File: config.mk
export PLATFORM = sky130hd
export DESIGN_NAME = rx_sm
export DESIGN_NICKNAME = d
export VERILOG_FILES = /design/src/rtl/mac_pkg.sv /design/src/rtl/crc.sv /design/src/rtl/rx_sm.sv
export SDC_FILE = /design/constraint.sdc
export NUM_CORES = 1
export LEC_CHECK = 0
export ABC_AREA = 0
export CORE_UTILIZATION = 30
export CTS_BUF_LIST = sky130_fd_sc_hd__clkbuf_8
export DETAILED_ROUTE_END_ITERATION = 16
export DONT_BUFFER_PORTS = 1
export GPL_TIMING_DRIVEN = 0
export SYNTH_ARGS = -nofsm -noshare
export SYNTH_HDL_FRONTEND = slang
export SYNTH_SLANG_ARGS = --single-unit
File: constraint.sdc
create_clock -name clock -period 5.15 [get_ports clock]
set_input_delay 0.7725 -clock clock [delete_from_list [all_inputs] [get_ports clock]]
set_output_delay 0.7725 -clock clock [all_outputs]
set_load 0.1 [all_outputs]
File: src/rtl/mac_pkg.sv
// rtl/mac_pkg.sv - shared Ethernet MAC constants and receive state encodings
//
// Purpose: CRC-32 polynomial/seed, frame size defaults, preamble/SFD bytes,
// receive FSM state encodings and a bit-reverse helper used by the FCS check.
// Ports: none (package).

package mac_pkg;

  localparam logic [31:0] CRC_POLY      = 32'h04C11DB7;
  localparam logic [31:0] CRC_SEED      = 32'hFFFFFFFF;
  localparam int          MIN_SIZE_DEF  = 64;
  localparam int          MAX_SIZE_DEF  = 1518;
  localparam logic [7:0]  PREAMBLE_BYTE = 8'h55;
  localparam logic [7:0]  SFD_BYTE      = 8'hD5;

  typedef enum logic [2:0] {
    ST_WAIT,
    ST_IDLE,
    ST_PREAMBLE,
    ST_DATA,
    ST_CHECK
  } rx_state_t;

  function automatic logic [31:0] bitrev32(input logic [31:0] v);
    logic [31:0] r;
    for (int i = 0; i < 32; i++) begin
      r[i] = v[31-i];
    end
    return r;
  endfunction

endpackage

File: src/rtl/crc.sv
// rtl/crc.sv - parallel CRC register, data bits consumed LSB first
//
// Purpose: shift-left CRC with configurable polynomial and seed; one data
// word per enabled cycle. Feeding bit 0 first makes the register equivalent
// to the reflected Ethernet CRC once bit-reversed.
// Ports:
//   clock, reset      clock and asynchronous active-high reset
//   init_i            reload seed (priority over en_i)
//   en_i              fold data_i into the register
//   data_i            data word
//   crc_o             current register value

module crc
  import mac_pkg::*;
#(
  parameter int                   DATA_WIDTH = 8,
  parameter int                   CRC_WIDTH  = 32,
  parameter logic [CRC_WIDTH-1:0] POLY       = CRC_POLY,
  parameter logic [CRC_WIDTH-1:0] SEED       = CRC_SEED
) (
  input  logic                  clock,
  input  logic                  reset,
  input  logic                  init_i,
  input  logic                  en_i,
  input  logic [DATA_WIDTH-1:0] data_i,
  output logic [CRC_WIDTH-1:0]  crc_o
);

  logic [CRC_WIDTH-1:0] crc_q;
  logic [CRC_WIDTH-1:0] crc_d;

  always_comb begin
    crc_d = crc_q;
    for (int i = 0; i < DATA_WIDTH; i++) begin
      if (crc_d[CRC_WIDTH-1] ^ data_i[i]) begin
        crc_d = {crc_d[CRC_WIDTH-2:0], 1'b0} ^ POLY;
      end else begin
        crc_d = {crc_d[CRC_WIDTH-2:0], 1'b0};
      end
    end
  end

  always_ff @(posedge clock or posedge reset) begin
    if (reset) begin
      crc_q <= SEED;
    end else if (init_i) begin
      crc_q <= SEED;
    end else if (en_i) begin
      crc_q <= crc_d;
    end
  end

  assign crc_o = crc_q;

endmodule

File: src/rtl/rx_sm.sv
// rtl/rx_sm.sv - Ethernet MAC receive state machine (PHY byte stream to RX FIFO)
//
// Purpose: strips preamble/SFD, delays payload by four bytes so the FCS never
// reaches the FIFO, writes payload, then checks CRC, length, PHY error and
// overflow and issues one fifo_frame_good or fifo_frame_bad pulse per frame.
// Optional feature macro: RX_ADDR_FILTER_EN (destination address filter).
// Ports:
//   clock, reset                       clock, asynchronous active-high reset
//   rx_data_valid, rx_data, rx_error   PHY receive interface (RX_DV/RXD/RX_ER)
//   fifo_full                          FIFO cannot accept a write this cycle
//   fifo_data, fifo_data_write         FIFO byte and write strobe
//   fifo_data_start                    first byte of frame (with write)
//   fifo_frame_good, fifo_frame_bad    one-cycle commit / discard pulses

module rx_sm
  import mac_pkg::*;
#(
  parameter logic [47:0] MAC_ADDRESS = 48'h000000000000,
  parameter int          MIN_SIZE    = MIN_SIZE_DEF,
  parameter int          MAX_SIZE    = MAX_SIZE_DEF
) (
  input  logic       clock,
  input  logic       reset,
  input  logic       rx_data_valid,
  input  logic [7:0] rx_data,
  input  logic       rx_error,
  input  logic       fifo_full,
  output logic [7:0] fifo_data,
  output logic       fifo_data_write,
  output logic       fifo_data_start,
  output logic       fifo_frame_good,
  output logic       fifo_frame_bad
);

  localparam logic [10:0] MIN_LEN = 11'(MIN_SIZE);
  localparam logic [10:0] MAX_LEN = 11'(MAX_SIZE);
  localparam logic [10:0] LEN_SAT = 11'h7FF;

  rx_state_t       state_q;
  logic [3:0][7:0] dl_q;          // delay line, [3] is the oldest byte
  logic [2:0]      fill_q;        // bytes held in the delay line, 0..4
  logic [10:0]     len_q;
  logic            err_q;
  logic            ovf_q;
  logic            first_q;
  logic            good_pend_q;
  logic            bad_pend_q;
  logic [7:0]      data_q;
  logic            wr_q;
  logic            start_q;
  logic            good_q;
  logic            bad_q;

  logic [31:0]     crc_val;
  logic            push;
  logic            sfd_seen;
  logic            wr_req;
  logic            wr_ok;
  logic            addr_reject;
  logic [31:0]     fcs_exp;
  logic            fcs_ok;
  logic            frame_ok;

`ifdef RX_ADDR_FILTER_EN
  logic [39:0] dest_q;            // destination bytes 0-4, byte 0 in [39:32]
  logic [47:0] dest_full;

  assign dest_full   = {dest_q, rx_data};
  assign addr_reject = push && (len_q == 11'd5) &&
                       (dest_full != MAC_ADDRESS) &&
                       (dest_full != 48'hFFFF_FFFF_FFFF);

  always_ff @(posedge clock or posedge reset) begin
    if (reset) begin
      dest_q <= '0;
    end else if (push && (len_q < 11'd5)) begin
      dest_q <= {dest_q[31:0], rx_data};
    end
  end
`else
  logic unused_mac;
  assign unused_mac  = ^MAC_ADDRESS;
  assign addr_reject = 1'b0;
`endif

  always_comb begin
    push     = (state_q == ST_DATA) && rx_data_valid;
    sfd_seen = (state_q == ST_PREAMBLE) && rx_data_valid && (rx_data == SFD_BYTE);
    // A write is due only once the line is full, i.e. the byte leaving it
    // can no longer be part of the FCS.
    wr_req   = push && (fill_q == 3'd4) && !ovf_q && !addr_reject;
    wr_ok    = wr_req && !fifo_full;
    // FCS byte k (k=0 first on the wire) sits in dl_q[3-k].
    fcs_exp  = ~bitrev32(crc_val);
    fcs_ok   = (fill_q == 3'd4) && ({dl_q[0], dl_q[1], dl_q[2], dl_q[3]} == fcs_exp);
    frame_ok = fcs_ok && (len_q >= MIN_LEN) && (len_q <= MAX_LEN) && !err_q && !ovf_q;
  end

  crc #(
    .DATA_WIDTH (8),
    .CRC_WIDTH  (32),
    .POLY       (CRC_POLY),
    .SEED       (CRC_SEED)
  ) u_crc (
    .clock  (clock),
    .reset  (reset),
    .init_i (sfd_seen),
    .en_i   (wr_ok),
    .data_i (dl_q[3]),
    .crc_o  (crc_val)
  );

  always_ff @(posedge clock or posedge reset) begin
    if (reset) begin
      state_q     <= ST_WAIT;
      dl_q        <= '0;
      fill_q      <= '0;
      len_q       <= '0;
      err_q       <= 1'b0;
      ovf_q       <= 1'b0;
      first_q     <= 1'b0;
      good_pend_q <= 1'b0;
      bad_pend_q  <= 1'b0;
      data_q      <= '0;
      wr_q        <= 1'b0;
      start_q     <= 1'b0;
      good_q      <= 1'b0;
      bad_q       <= 1'b0;
    end else begin
      wr_q        <= 1'b0;
      start_q     <= 1'b0;
      // Verdict decided in CHECK is presented one cycle later.
      good_q      <= good_pend_q;
      bad_q       <= bad_pend_q;
      good_pend_q <= 1'b0;
      bad_pend_q  <= 1'b0;
      case (state_q)
        ST_WAIT: begin
          if (!rx_data_valid) state_q <= ST_IDLE;
        end
        ST_IDLE: begin
          if (rx_data_valid) begin
            state_q <= (rx_data == PREAMBLE_BYTE) ? ST_PREAMBLE : ST_WAIT;
          end
        end
        ST_PREAMBLE: begin
          if (!rx_data_valid) begin
            state_q <= ST_IDLE;
          end else if (rx_data == SFD_BYTE) begin
            state_q <= ST_DATA;
            fill_q  <= '0;
            len_q   <= '0;
            err_q   <= 1'b0;
            ovf_q   <= 1'b0;
            first_q <= 1'b1;
          end else if (rx_data != PREAMBLE_BYTE) begin
            state_q <= ST_WAIT;
          end
        end
        ST_DATA: begin
          if (!rx_data_valid) begin
            state_q <= ST_CHECK;
          end else begin
            dl_q <= {dl_q[2:0], rx_data};
            if (fill_q != 3'd4) fill_q <= fill_q + 3'd1;
            if (len_q != LEN_SAT) len_q <= len_q + 11'd1;
            if (rx_error) err_q <= 1'b1;
            if (wr_req && fifo_full) ovf_q <= 1'b1;
            if (wr_ok) begin
              data_q  <= dl_q[3];
              wr_q    <= 1'b1;
              start_q <= first_q;
              first_q <= 1'b0;
            end
            // Rejected frame: discard now and ignore the rest of it.
            if (addr_reject) begin
              bad_q   <= 1'b1;
              state_q <= ST_WAIT;
            end
          end
        end
        ST_CHECK: begin
          good_pend_q <= frame_ok;
          bad_pend_q  <= !frame_ok;
          state_q     <= ST_IDLE;
        end
        default: state_q <= ST_WAIT;
      endcase
    end
  end

  assign fifo_data       = data_q;
  assign fifo_data_write = wr_q;
  assign fifo_data_start = start_q;
  assign fifo_frame_good = good_q;
  assign fifo_frame_bad  = bad_q;

endmodule

Word level (Yosys, flattened, before mapping)

Index checks and enable logic that the tools add are counted.

Add/subtract/negate cells: 2
Multipliers: 0
Divide/modulo/power cells: 0
Order comparisons: 2
Equality and inequality tests: 23
Shift operators: 0
Muxes and demuxes: 49
Bitwise operators: 17
Reductions and logical operators: 27

Operator list:

| cell                                                   | number |
|---|---|
| two-way mux 27 bit                                     | 8 |
| inverter 14 bit                                        | 8 |
| two-way mux 32 bit                                     | 2 |
| two-way mux 11 bit                                     | 4 |
| == test 32 bit                                         | 1 |
| inverter 32 bit                                        | 1 |
| two-way mux 3 bit                                      | 10 |
| AND reduction 5 bit                                    | 5 |
| case mux 11 bit (2 select lines)                       | 1 |
| two-way mux 1 bit                                      | 18 |
| case mux 3 bit (5 select lines)                        | 1 |
| logical AND 1 bit                                      | 12 |
| inequality test 2 bit, second input constant           | 6 |
| adder 11 x 1 -> 11 bit, second input constant          | 1 |
| >= comparator 11 x 7 -> 1 bit, second input constant   | 1 |
| less-or-equal comparator 11 bit, second input constant | 1 |
| inequality test 11 bit, second input constant          | 1 |
| inequality test 2 x 1 -> 1 bit, second input constant  | 5 |
| == test 8 x 7 -> 1 bit, second input constant          | 1 |
| == test 8 bit, second input constant                   | 1 |
| inequality test 8 x 7 -> 1 bit, second input constant  | 1 |
| bitwise XOR 1 bit                                      | 8 |
| == test 3 x 2 -> 1 bit, second input constant          | 2 |
| == test 3 bit, second input constant                   | 2 |
| 13 further kinds                                       | 19 |

Register bits after elaboration: 98
Latch bits: 0
Bits in writable memories: 0
ROM bits: 0
Bits of input ports: 13
Output and inout port bits: 12
Logic and storage cells: 138
Memories: 0

Logic depth before layout (Yosys ltp)

Depth after elaboration: 18
Depth in mapped cells: 9
Gate-level depth less buffers: 8

Modules after synthesis

Synthesis repeated with hierarchy kept, for this count alone.

Cell total of the unflattened synthesis: 517
Area, all modules: 5,243.8 um2

Modules (own cells, without submodules):

| module | instances | cells an instance | area each (um2) |
|---|---|---|---|
| rx_sm  | 1         | 335               | 3,241.9 |
| crc    | 1         | 182               | 2,001.9 |

Least setup slack after synthesis

OpenSTA, ideal clock, no wires.

Path kind: in2reg
Start: input port rx_data[5]
End: register fill_q[0]
Library setup time: 0.125 ns
Data arrival time: 2.073 ns
Setup slack: 2.952 ns
Stages on the path: 5
Buffers on the path: 0
Cells stage by stage: and4bb_2 > nand4_1 > a21o_1 > a31oi_1 > mux2_2

Word-level cells in the longest chain between the ends: 3

Ends and longest elaborated chain:

| element                                  | RTL line     | text |
|---|---|---|
| from (decl)                              | rx_sm.sv:25  | `input logic [7:0] rx_data,` |
| == test 8 bit                            | rx_sm.sv:149 | `end else if (rx_data == SFD_BYTE) begin` |
| inequality test 2 x 1 -> 1 bit (no line) | n/a          |  |
| AND reduction 5 bit (no line)            | n/a          |  |
| to (signal assigned)                     | rx_sm.sv:165 | `if (fill_q != 3'd4) fill_q <= fill_q + 3'd1;` |
| to (decl)                                | rx_sm.sv:41  | `logic [2:0] fill_q;` |

Every way passes these cells.
A chain may end at the register's enable or synchronous reset.

Final worst setup path

Start: input port rx_data[5]
End: register u_crc.crc_q[2], in the netlist u_crc.crc_o[2]

Word-level cells in the longest chain between the ends: 3
Elaborated cells on any way between the ends: 4
Classes of those cells: 1 x eq/ne; 1 x mux; 2 x reduce/logical

Ends and longest elaborated chain:

| element                                                  | RTL line    | text |
|---|---|---|
| == test 8 bit *                                          | rx_sm.sv:88 | `sfd_seen = (state_q == ST_PREAMBLE) && rx_data_valid && (rx_data == SFD_BYTE);` |
| logical AND 1 bit *                                      | rx_sm.sv:88 |  |
| two-way mux 32 bit or nonzero test 2 bit (tied branches) | n/a         |  |
| to (signal assigned)                                     | crc.sv:49   | `crc_q <= crc_d;` |
| to (decl)                                                | crc.sv:29   | `logic [CRC_WIDTH-1:0] crc_q;` |

Mark *: on every way between the ends. The rest lies on a longest branch, timed or not.

==> reports/summary.txt <==
ROUTING
-----------------------------------------------------------------------------------------------
Count of vias placed by the detailed router                                                3482
Wire length reported by the detailed router                                            12300 µm
Antenna-violating nets left                                                                   0
Per-cell via count in the routed design                                                    4.92
Iteration-0 DRC count of the detailed router                                                300
Residual DRC count                                                                            0
Pre-antenna DRT Iters                                                                         5
Routed wirelength normalized by instance count                                          17.3 µm

POWER
-----------------------------------------------------------------------------------------------
Power per standard cell area                                                         231 nW/µm²
Combinational group share of total power                                                  0.022
Internal power                                                                          1.03 mW
Switching power                                                                          289 µW
Net Sw Frac                                                                               0.220
Leakage power total                                                                     2.37 nW
Portion of total power attributed to sequential cells                                     0.588
Worst VDD drop                                                                         0.104 mV
Clock Power Share                                                                         0.389

YOSYS
-----------------------------------------------------------------------------------------------
Mean Syn Cell Area                                                                     11.0 µm²
Predominant post-synthesis flop cell                                                    dfrtp_1
Synthesized netlist net count                                                               491
Netlist Area Pre-Place                                                                 5180 µm²
Post-synthesis sequential area ratio                                                      0.482
Number of storage elements in the synthesis netlist                                          98
Share of synthesized registers carrying an async set or reset                              1.00
Number of library cell types mapped by synthesis                                             51
Cell count after synthesis                                                                  471
Number of enable flip-flop cells after synthesis                                              0
Number of warnings printed during yosys synthesis                                             0

SETUP PATH
-----------------------------------------------------------------------------------------------
Combined buffer and inverter count along the critical path                                    1
Startpoint kind of the worst setup timing path                                       input port
Critical path peak fanout                                                                    10
Critical path startpoint                                                             rx_data[5]
Ordered cell list for the critical path                                            and4bb_2 -> nand4_1 -> nor3_2 -> clkbuf_1 -> nor3_1 -> a21oi_1
Signal arrival time at the worst endpoint                                               2.74 ns
Critical R2R Launch                                                                u_crc.crc_o[31]
Critical path start-end classification                                             input port to register
Critical Path Sink Type                                                                register
Required time of the critical path                                                      5.47 ns
Master of the slowest instance on the critical path                                      nor3_2
CP max stage delay                                                                      0.62 ns
Crit path max-delay family                                                         simple AND/OR/NAND/NOR gates

STA
-----------------------------------------------------------------------------------------------
Max-slew violation count                                                                      0
RSZ-0062 raised after global routing                                                      false
Upper clock frequency limit                                                             412 MHz
Aggregate negative setup slack                                                             0 ns
Transition time at the pin with the least slew margin                                  0.900 ns
Tcrit/Tclk final                                                                          0.471
Minimum clock period after layout                                                       2.43 ns
Worst slew slack as a fraction of its limit                                               0.400
Post-route clock skew                                                                 0.0139 ns
Endpoints failing hold                                                                        0
Number of endpoints failing setup at the final stage                                          0

GLOBAL ROUTING
-----------------------------------------------------------------------------------------------
Global-route wire length before repair                                                 20000 µm
Global-route congestion overflow total                                                        0
GRT Resource Usage Total                                                                  0.148
Largest net degree at the start of global routing                                            51
Antenna violations before repair                                                              0
Number of global-route vias before repair                                                  3532

PLACED DESIGN
-----------------------------------------------------------------------------------------------
Hpwl dp                                                                                 8770 µm
Total placed cells including tap cells                                                      692
Placer Congestion                                                                         0.899
IO buf count                                                                                  0

CLOCKING
-----------------------------------------------------------------------------------------------
Clock buffers created by TritonCTS                                                            9
Longest Clk Path Bufs                                                                         2
Post-CTS setup-driven buffer insertion count                                                  0
Cell chosen for the clock root                                                         clkbuf_8
Number of buffers added to fix hold violations after cts                                      0
Number of cells upsized or downsized after cts                                                0
Clock input transition at the sequential cells of the worst setup and hold paths        0.10 ns
# clock sinks                                                                                98
Clock network latency to the later pin of the worst-skew pair                           0.39 ns
Level count of the clock H-tree                                                               3
TritonCTS clock tree                                                                       done

CELLS AND AREA
-----------------------------------------------------------------------------------------------
Non-Filler Instances                                                                        708
Layout Nets                                                                                 503
Number of antenna cells inserted                                                              0
Layout cell share with drive strength beyond 1                                            0.209
Final core area utilization                                                               0.340
Number of fillers in the final layout                                                      1718
Layout overhead on the synthesized area                                                   9.72%

OUTCOME
-----------------------------------------------------------------------------------------------
Outcome                                                                            finished clean

FLOORPLAN
-----------------------------------------------------------------------------------------------
Cell row count                                                                               47
Area of the die                                                                       17800 µm²
Number of placed I/O pins                                                                    25
Core area                                                                             16700 µm²
Die extent in x                                                                          133 µm
Overall die height                                                                       133 µm
Initial core utilization                                                                  0.310

WORST HOLD PATH
-----------------------------------------------------------------------------------------------
Classification of the worst-slack hold path                                        input port to async pin

RUN
-----------------------------------------------------------------------------------------------
Number of maximum-capacitance constraint violations                                           0

[power groups by stage]
| stage | clock network (mW) | registers (mW) | logic (mW) |
|---|---|---|---|
| floorplan | 0 | 0.787 | 0.0207 |
| global placement | 0 | 0.788 | 0.0269 |
| detailed placement | 0 | 0.788 | 0.0306 |
| CTS | 0.529 | 0.774 | 0.0306 |
| global route | 0.560 | 0.774 | 0.0339 |
| finish | 0.512 | 0.773 | 0.0290 |
[routing by layer]
layer | global-route usage | up-vias | wire, µm
li1 | - | 1658 | -
met5 | 0 | - | 0
met2 | 0.221 | 86 | 5550
met1 | 0.207 | 1726 | 5870
met3 | 0.0419 | 12 | 700
met4 | 0.0423 | 0 | 156
[sequential cells by signal, indices dropped and copies added, names as in the netlist]
| name | cells |
|---|---|
| ovf_q | 1 |
| good_pend_q | 1 |
| fifo_data_start | 1 |
| len_q | 11 |
| err_q | 1 |
| u_crc.crc_o | 32 |
| dl_q | 32 |
| state_q | 3 |
| bad_pend_q | 1 |
| first_q | 1 |
| fifo_data | 8 |
| fifo_frame_good | 1 |
| fifo_frame_bad | 1 |
| fill_q | 3 |
| fifo_data_write | 1 |
[through the flow]
step                total power, mW  worst slack (ns)  area [µm²]  hold slack, ns
detailed placement            0.818              2.30        5480           0.339
global route                   1.37              2.57        5680           0.370
finish                         1.31              2.72        5680           0.340
CTS                            1.33              2.69        5680           0.355
floorplan                     0.808              1.87        5180           0.331
global placement              0.814             0.683        5450           0.340
[cell usage in the layout, fill, tap and decap left out, types with 4 or more instances in the layout]
cell	n
xnor2_1	66
dfrtp_1	66
a21oi_1	36
nand2_1	35
mux2_2	34
dfstp_2	32
nor3_1	28
nor2_1	25
o21ai_0	17
xor2_1	16
inv_1	15
clkbuf_8	11
clkbuf_1	9
nor4_1	8
buf_2	7
ha_1	7
nand4_1	6
o31ai_1	5
xnor2_2	5
buf_1	4
[cells in the mapped netlist, types with 3 or more instances]
cell / instances / area [µm²]
xor2_1: 16 / 140
ha_1: 7 / 87.6
nor4_1: 8 / 50.1
inv_1: 13 / 48.8
xnor2_2: 5 / 81.3
a41oi_1: 3 / 26.3
o31ai_1: 5 / 37.5
buf_2: 7 / 35.0
nand3b_1: 3 / 22.5
nor2_1: 25 / 93.8
nand4_1: 6 / 37.5
mux2_2: 34 / 383
a31oi_1: 3 / 18.8
xnor2_4: 3 / 82.6
nand2_1: 35 / 131
and2_1: 3 / 18.8
nor3_1: 28 / 140
o21ai_0: 17 / 85.1
buf_1: 4 / 15.0
dfrtp_1: 66 / 1650
dfstp_2: 32 / 841
a21oi_1: 36 / 180
clkbuf_1: 9 / 33.8
xnor2_1: 66 / 578
[kinds of logic after synthesis]
| kind of cell | count (synthesis) | share of synthesized area |
|---|---|---|
| adders and majority gates | 7 | 0.0169 |
| buffers and inverters | 34 | 0.0263 |
| DFF | 98 | 0.482 |
| and+or+nand+nor | 126 | 0.123 |
| xor gates and xnor gates | 94 | 0.190 |
| AOI/OAI and AO/OA | 77 | 0.0868 |
| muxes | 35 | 0.0759 |
[path summary, 6_finish.rpt]
path	end	slack, ns	depth (start not counted)
max	u_crc.crc_o[2]	2.72	6
min	fifo_frame_bad	0.34	1
max reg2reg	good_pend_q	2.73	6
min reg2reg	fifo_frame_good	0.36	0
max in group asynchronous	u_crc.crc_o[12]	4.09	2
min in group clock	fifo_frame_good	0.36	0
[area by class of cell]
| class | instances | area [µm²] | area share |
|---|---|---|---|
| clock inverter | 5 | 46.3 | 0.00815 |
| timing repair buffer | 1 | 27.5 | 0.00485 |
| clock buffer | 11 | 151 | 0.0267 |
| multi-input combinational | 339 | 2550 | 0.449 |
| inverter | 14 | 55.1 | 0.00969 |
| sequential | 98 | 2490 | 0.439 |
| buffer | 20 | 83.8 | 0.0148 |
| tap | 220 | 275 | 0.0485 |
(Power assumes the default switching activity.)
==> patch 1, RTL diff (same flow settings) <==
Add a define of `RX_ADDR_FILTER_EN`.
--- a/src/rtl/rx_sm.sv
+++ b/src/rtl/rx_sm.sv
@@ -13,2 +13,4 @@
 //   fifo_frame_good, fifo_frame_bad    one-cycle commit / discard pulses
+
+`define RX_ADDR_FILTER_EN
 
Function: changed (Yosys sat finds a counterexample within 10 cycles, from zero or initial values and one cycle with reset high).
==> patch 1 against the unedited design <==
  * Utilization up 0.76 points
  * Routed wire length up 21%
  * Worst setup slack worse by 0.41 ns
  * Register-to-register slack worse by 0.41 ns
  * Sequential cell count increased by 40
  * Power grew 64%
  * Synthesized area grew 33%
  * Cell area increased by 36%
  * Fmax down 14%
  * Highest routed layer unchanged
==> patch 1: results (changes against the unedited design) <==
stage	metric	value	unit	change
timing	worst slew pin tran	1.234	ns	+0.3338 ns
floorplanning	Die Span X	153.3	um	+15%
placed_design	placed cell areas	7247	sq um	+32%
clock_tree	H-tree level count	4		+1
global_routing	total track usage	13.63	%	-1.2 points
clock_tree	number of buffers created by CTS	17		+8
global_routing	maximum number of pins on one net before global-route repair	98		+92%
timing	final hold slack	0.1803	ns	-0.1598 ns
logic_synthesis	leading post-synthesis cells by instance count	106 x sky130_fd_sc_hd__dfrtp_1, 74 x sky130_fd_sc_hd__mux2_2, 54 x sky130_fd_sc_hd__xnor2_1, 49 x sky130_fd_sc_hd__nor2_1, 45 x sky130_fd_sc_hd__xor2_1		
placed_design	Final HPWL DP	10580	um	+21%
critical_path	Crit path arrival time	3.22	ns	+0.48 ns
logic_synthesis	mean cell area of the mapped netlist	12.26	sq um	+12%
layout	net count of the finished layout	601		+19%
critical_path	maximum cell stage delay along the critical path	0.70	ns	+0.08 ns
global_routing	wire length of the first global-routing pass	24670	um	+23%
logic_synthesis	register area share after synthesis	50.89	%	+2.7 points
logic_synthesis	count of cell types in the netlist	47		-7.8%
critical_path	worst reg2reg path startpoint	u_crc.crc_o[28]		
global_routing	via count of the first global-routing pass	4465		+26%
critical_path	crit-path max FO	6		-4
critical_path	Worst Reg-to-Reg Cells	7		+1
power_and_ir_drop	total power after layout	2.149	mW	+64%
power_and_ir_drop	Worst IR Drop VDD	0.0001359	V	+30%
timing	worst setup slack after layout	2.316	ns	-0.4084 ns
layout	Final Non-Filler Cells	873		+23%
timing	maximum clock skew at final layout	0.01186	ns	-0.002012 ns
logic_synthesis	ranking of synthesized cells by area	sky130_fd_sc_hd__dfrtp_1 39%, sky130_fd_sc_hd__dfstp_2 12%, sky130_fd_sc_hd__mux2_2 12%		
outcome	result of the run	completed		
critical_path	Startpoint Class	flip-flop		
critical_path	library cell contributing the largest single delay on the critical path	sky130_fd_sc_hd__xor2_1		
power_and_ir_drop	leak pwr	3.667	nW	+54%
drt	initial drt markers	237		-21%
clock_tree	insertion delay to the later sink of the worst-skew pair	0.45	ns	+0.06 ns
## patch 1: changes by cell type in the layout (fill, tap and decap cells not counted), sizes merged, moves of 12 or more
| cell | before | now |
|---|---|---|
| mux2i | 1 | 32 |
| dfrtp | 66 | 106 |
| xnor2 | 74 | 58 |
| nor3 | 29 | 7 |
| mux2 | 34 | 80 |
| nand4 | 6 | 18 |
| nand2 | 35 | 13 |
| nor2 | 25 | 49 |
| a21oi | 36 | 4 |
| xor2 | 18 | 46 |
| nand3 | 1 | 14 |
## patch 1: layer usage
metal,share of wire (%),track usage [%],vias up
met5,0,0,-
met4,0.99,4.089,0
met3,5.0,3.913,10
met2,46,21.00,84
met1,48,18.43,2161
li1,-,-,2011
## patch 1: final cells by class
type | instances | area, sq um
Inverter | 14 | 57.56
Multi-Input combinational cell | 390 | 3211
Timing Repair Buffer | 1 | 27.53
Clock buffer | 18 | 247.7
Fill cell | 2147 | 14460
Clock inverter | 14 | 209.0
Tap cell | 280 | 350.3
Sequential cell | 138 | 3493
Buffer | 18 | 107.6
## patch 1: cells by family (layout without fill, tap and decap cells)
logic type	after synthesis	count (layout)	share of synthesized area (%)
and+or+nand+nor	141	141	10.97
muxes	112	112	18.06
DFF	138	138	50.89
adders and majority gates	8	8	1.458
AOI/OAI and AO/OA	25	25	2.461
buffers and inverters	32	65	2.333
xor gates and xnor gates	104	104	13.82
## patch 1: worst register-to-register path, stage by stage, from the launching register on
cell	delay (ns)
sky130_fd_sc_hd__dfstp_2	0.54
sky130_fd_sc_hd__xor2_1	0.70
sky130_fd_sc_hd__ha_1	0.28
sky130_fd_sc_hd__nand4b_1	0.12
sky130_fd_sc_hd__nor4_1	0.24
sky130_fd_sc_hd__o2111ai_1	0.19
sky130_fd_sc_hd__nor4_1	0.49
sky130_fd_sc_hd__nor2b_1	0.21
==> patch 2, RTL diff (same settings) <==
Made on the original files. Re-encode `rx_state_t` (5 states) as one-hot, 5 bits wide.
--- a/src/rtl/mac_pkg.sv
+++ b/src/rtl/mac_pkg.sv
@@ -15,8 +15,8 @@
 
-  typedef enum logic [2:0] {
-    ST_WAIT,
-    ST_IDLE,
-    ST_PREAMBLE,
-    ST_DATA,
-    ST_CHECK
+  typedef enum logic [4:0] {
+    ST_WAIT     = 5'b00001,
+    ST_IDLE     = 5'b00010,
+    ST_PREAMBLE = 5'b00100,
+    ST_DATA     = 5'b01000,
+    ST_CHECK    = 5'b10000
   } rx_state_t;
Function: no difference found for any inputs over 10 cycles, from zero or initial values and one cycle with reset high; not proved beyond that.
==> patch 2 against the unedited design <==
  * Worst setup slack got worse by 0.20 ns
  * Global-route usage about the same
  * Routed wire length up 1.1%
  * Sequential cell count up 2
  * Utilization shrank 0.36 points
  * Fmax shrank 7.6%
  * Synthesized area up 2.7%
  * Sequential share of layout area shrank 0.18 points
  * Cell area rose by 2.5%
  * Non-clock buffer count rose by 4
  * Critical path type is now reg2reg
  * Largest cell class unchanged
Power is not compared: it rests on default switching activity, and its combinational part moved more than twofold at a synthesized area within 25%.
==> patch 2: results (changes against the unedited design) <==
stage	metric	value	unit	change
outcome	result of the run	completed		
drt	count of vias placed by the detailed router	3635		+4.4%
layout	fillcell total	1774		+3.3%
global_routing	total track usage	14.76	%	-0.041 points
power_and_ir_drop	switching pwr	0.3635	mW	
placed_design	placed cell areas	5625	sq um	+2.6%
critical_path	library cell contributing the largest single delay on the critical path	sky130_fd_sc_hd__dfstp_2		
critical_path	family of cells with the greatest summed delay on the critical path	simple AND/OR/NAND/NOR gates		
global_routing	met3 track utilization from global routing	2.778	%	-1.4 points
logic_synthesis	register area share after synthesis	47.87	%	-0.28 points
critical_path	crit-path max FO	6		-4
placed_design	post-placement setup slack	2.301	ns	-0.001060 ns
clock_tree	number of gates resized after CTS	0		unchanged
logic_synthesis	count of cell types in the netlist	52		+2.0%
logic_synthesis	leading post-synthesis cells by instance count	71 x sky130_fd_sc_hd__xnor2_1, 67 x sky130_fd_sc_hd__dfrtp_1, 40 x sky130_fd_sc_hd__nand2_1, 35 x sky130_fd_sc_hd__a21oi_1		
clock_tree	post-CTS setup buffer count	0		unchanged
clock_tree	number of buffers created by CTS	9		unchanged
layout	net count of the finished layout	529		+5.2%
layout	Post-Route Utilization	33.64	%	-0.36 points
power_and_ir_drop	Worst IR Drop VDD	0.0001329	V	
global_routing	via count of the first global-routing pass	3785		+7.2%
logic_synthesis	share of flip-flops with an asynchronous set or reset after synthesis	100.0	%	unchanged
drt	wirelength, routed	12410	um	+1.1%
drt	initial drt markers	187		-38%
logic_synthesis	Adder-Cell Fraction of Synth Area	1.648	%	-0.044 points
timing	maximum clock skew at final layout	0.009294	ns	-0.004582 ns
clock_tree	H-tree level count	3		unchanged
timing	Rel. slew slack	36.12	%	-3.9 points
logic_synthesis	Post-Syn Nets	517		+5.3%
critical_path	reg2reg setup slack	2.52	ns	-0.21 ns
logic_synthesis	post-synthesis xor/xnor area fraction	17.87	%	-1.1 points
global_routing	maximum number of pins on one net before global-route repair	64		+25%
global_routing	global-route met2 utilization	23.25	%	+1.1 points
drt	Pre-Repair DR Iteration Count	4		-1
clock_tree	Clock Root Buffer	sky130_fd_sc_hd__clkbuf_8		
logic_synthesis	multiplexer fraction of the synthesized cell area	7.182	%	-0.41 points
critical_path	Worst Reg-to-Reg Cells	7		+1
power_and_ir_drop	leak pwr	2.422	nW	
critical_path	Crit path arrival time	2.95	ns	+0.21 ns
placed_design	Final HPWL DP	9091	um	+3.6%
global_routing	met1 Track Usage GR	20.07	%	-0.68 points
layout	fraction of final layout cells with drive strength greater than 1	21.79	%	+0.89 points
critical_path	maximum cell stage delay along the critical path	0.57	ns	-0.05 ns
logic_synthesis	Synth Warn #	0		unchanged
placed_design	placer congestion estimate	0.8556		-4.8%
logic_synthesis	ranking of synthesized cells by area	sky130_fd_sc_hd__dfrtp_1 32%, sky130_fd_sc_hd__dfstp_2 16%, sky130_fd_sc_hd__xnor2_1 12%		
layout	final antenna diode count	0		unchanged
timing	number of max-slew violations in the final report	0		unchanged
logic_synthesis	share of the synthesized area in compound gates (AO/OA/AOI/OAI)	8.335	%	-0.34 points
global_routing	wire length of the first global-routing pass	20620	um	+3.0%
[patch 2: cell count changes after synthesis, sizes merged, moves of 3 or more]
cell	delta
nand3	+3
o211ai	+5
or3	+4
or4	+5
xor2	+4
o21ai	+7
xnor2	+3
nor2	-3
nand2	+5
nor4	+3
buf	+4
[patch 2: worst max path at each step]
| stage | start | end | slack, ns | depth (start not counted) |
|---|---|---|---|---|
| 6_report | u_crc.crc_o[31] | good_pend_q | 2.52 | 7 |
| 5_1_grt | state_q[3] | u_crc.crc_o[0] | 2.27 | 6 |
| 4_1_cts | u_crc.crc_o[31] | good_pend_q | 2.46 | 7 |
| 3_5_place_dp | rx_data_valid | fifo_data[7] | 2.30 | 7 |
| 3_3_place_gp | reset | state_q[1] | 0.64 | 1 |
| 2_1_floorplan | reset | bad_pend_q | 1.81 | 1 |
[patch 2: layer usage]
layer | vias to the layer above | wire, um
li1 | 1737 | -
met1 | 1816 | 5767
met2 | 68 | 5920
met3 | 14 | 502
met4 | 0 | 224
met5 | - | 0
[patch 2: area by class of cell]
class,instances,area share (%)
buffer,24,2.064
clock buffer,10,2.365
clock inverter,6,0.9675
inverter,13,0.8815
multi-input combinational,360,44.70
sequential,100,43.71
tap,225,4.838
timing repair buffer,1,0.4730
[patch 2: metrics by stage]
step | instances | hold slack, ns | power [mW]
6_report | 739 | 0.2924 | 1.454
5_1_grt | 739 | 0.3305 | 1.517
4_1_cts | 739 | 0.3083 | 1.469
3_5_place_dp | 723 | 0.3347 | 0.9607
3_3_place_gp | 722 | 0.3362 | 0.9532
2_1_floorplan | 497 | 0.3312 | 0.9316
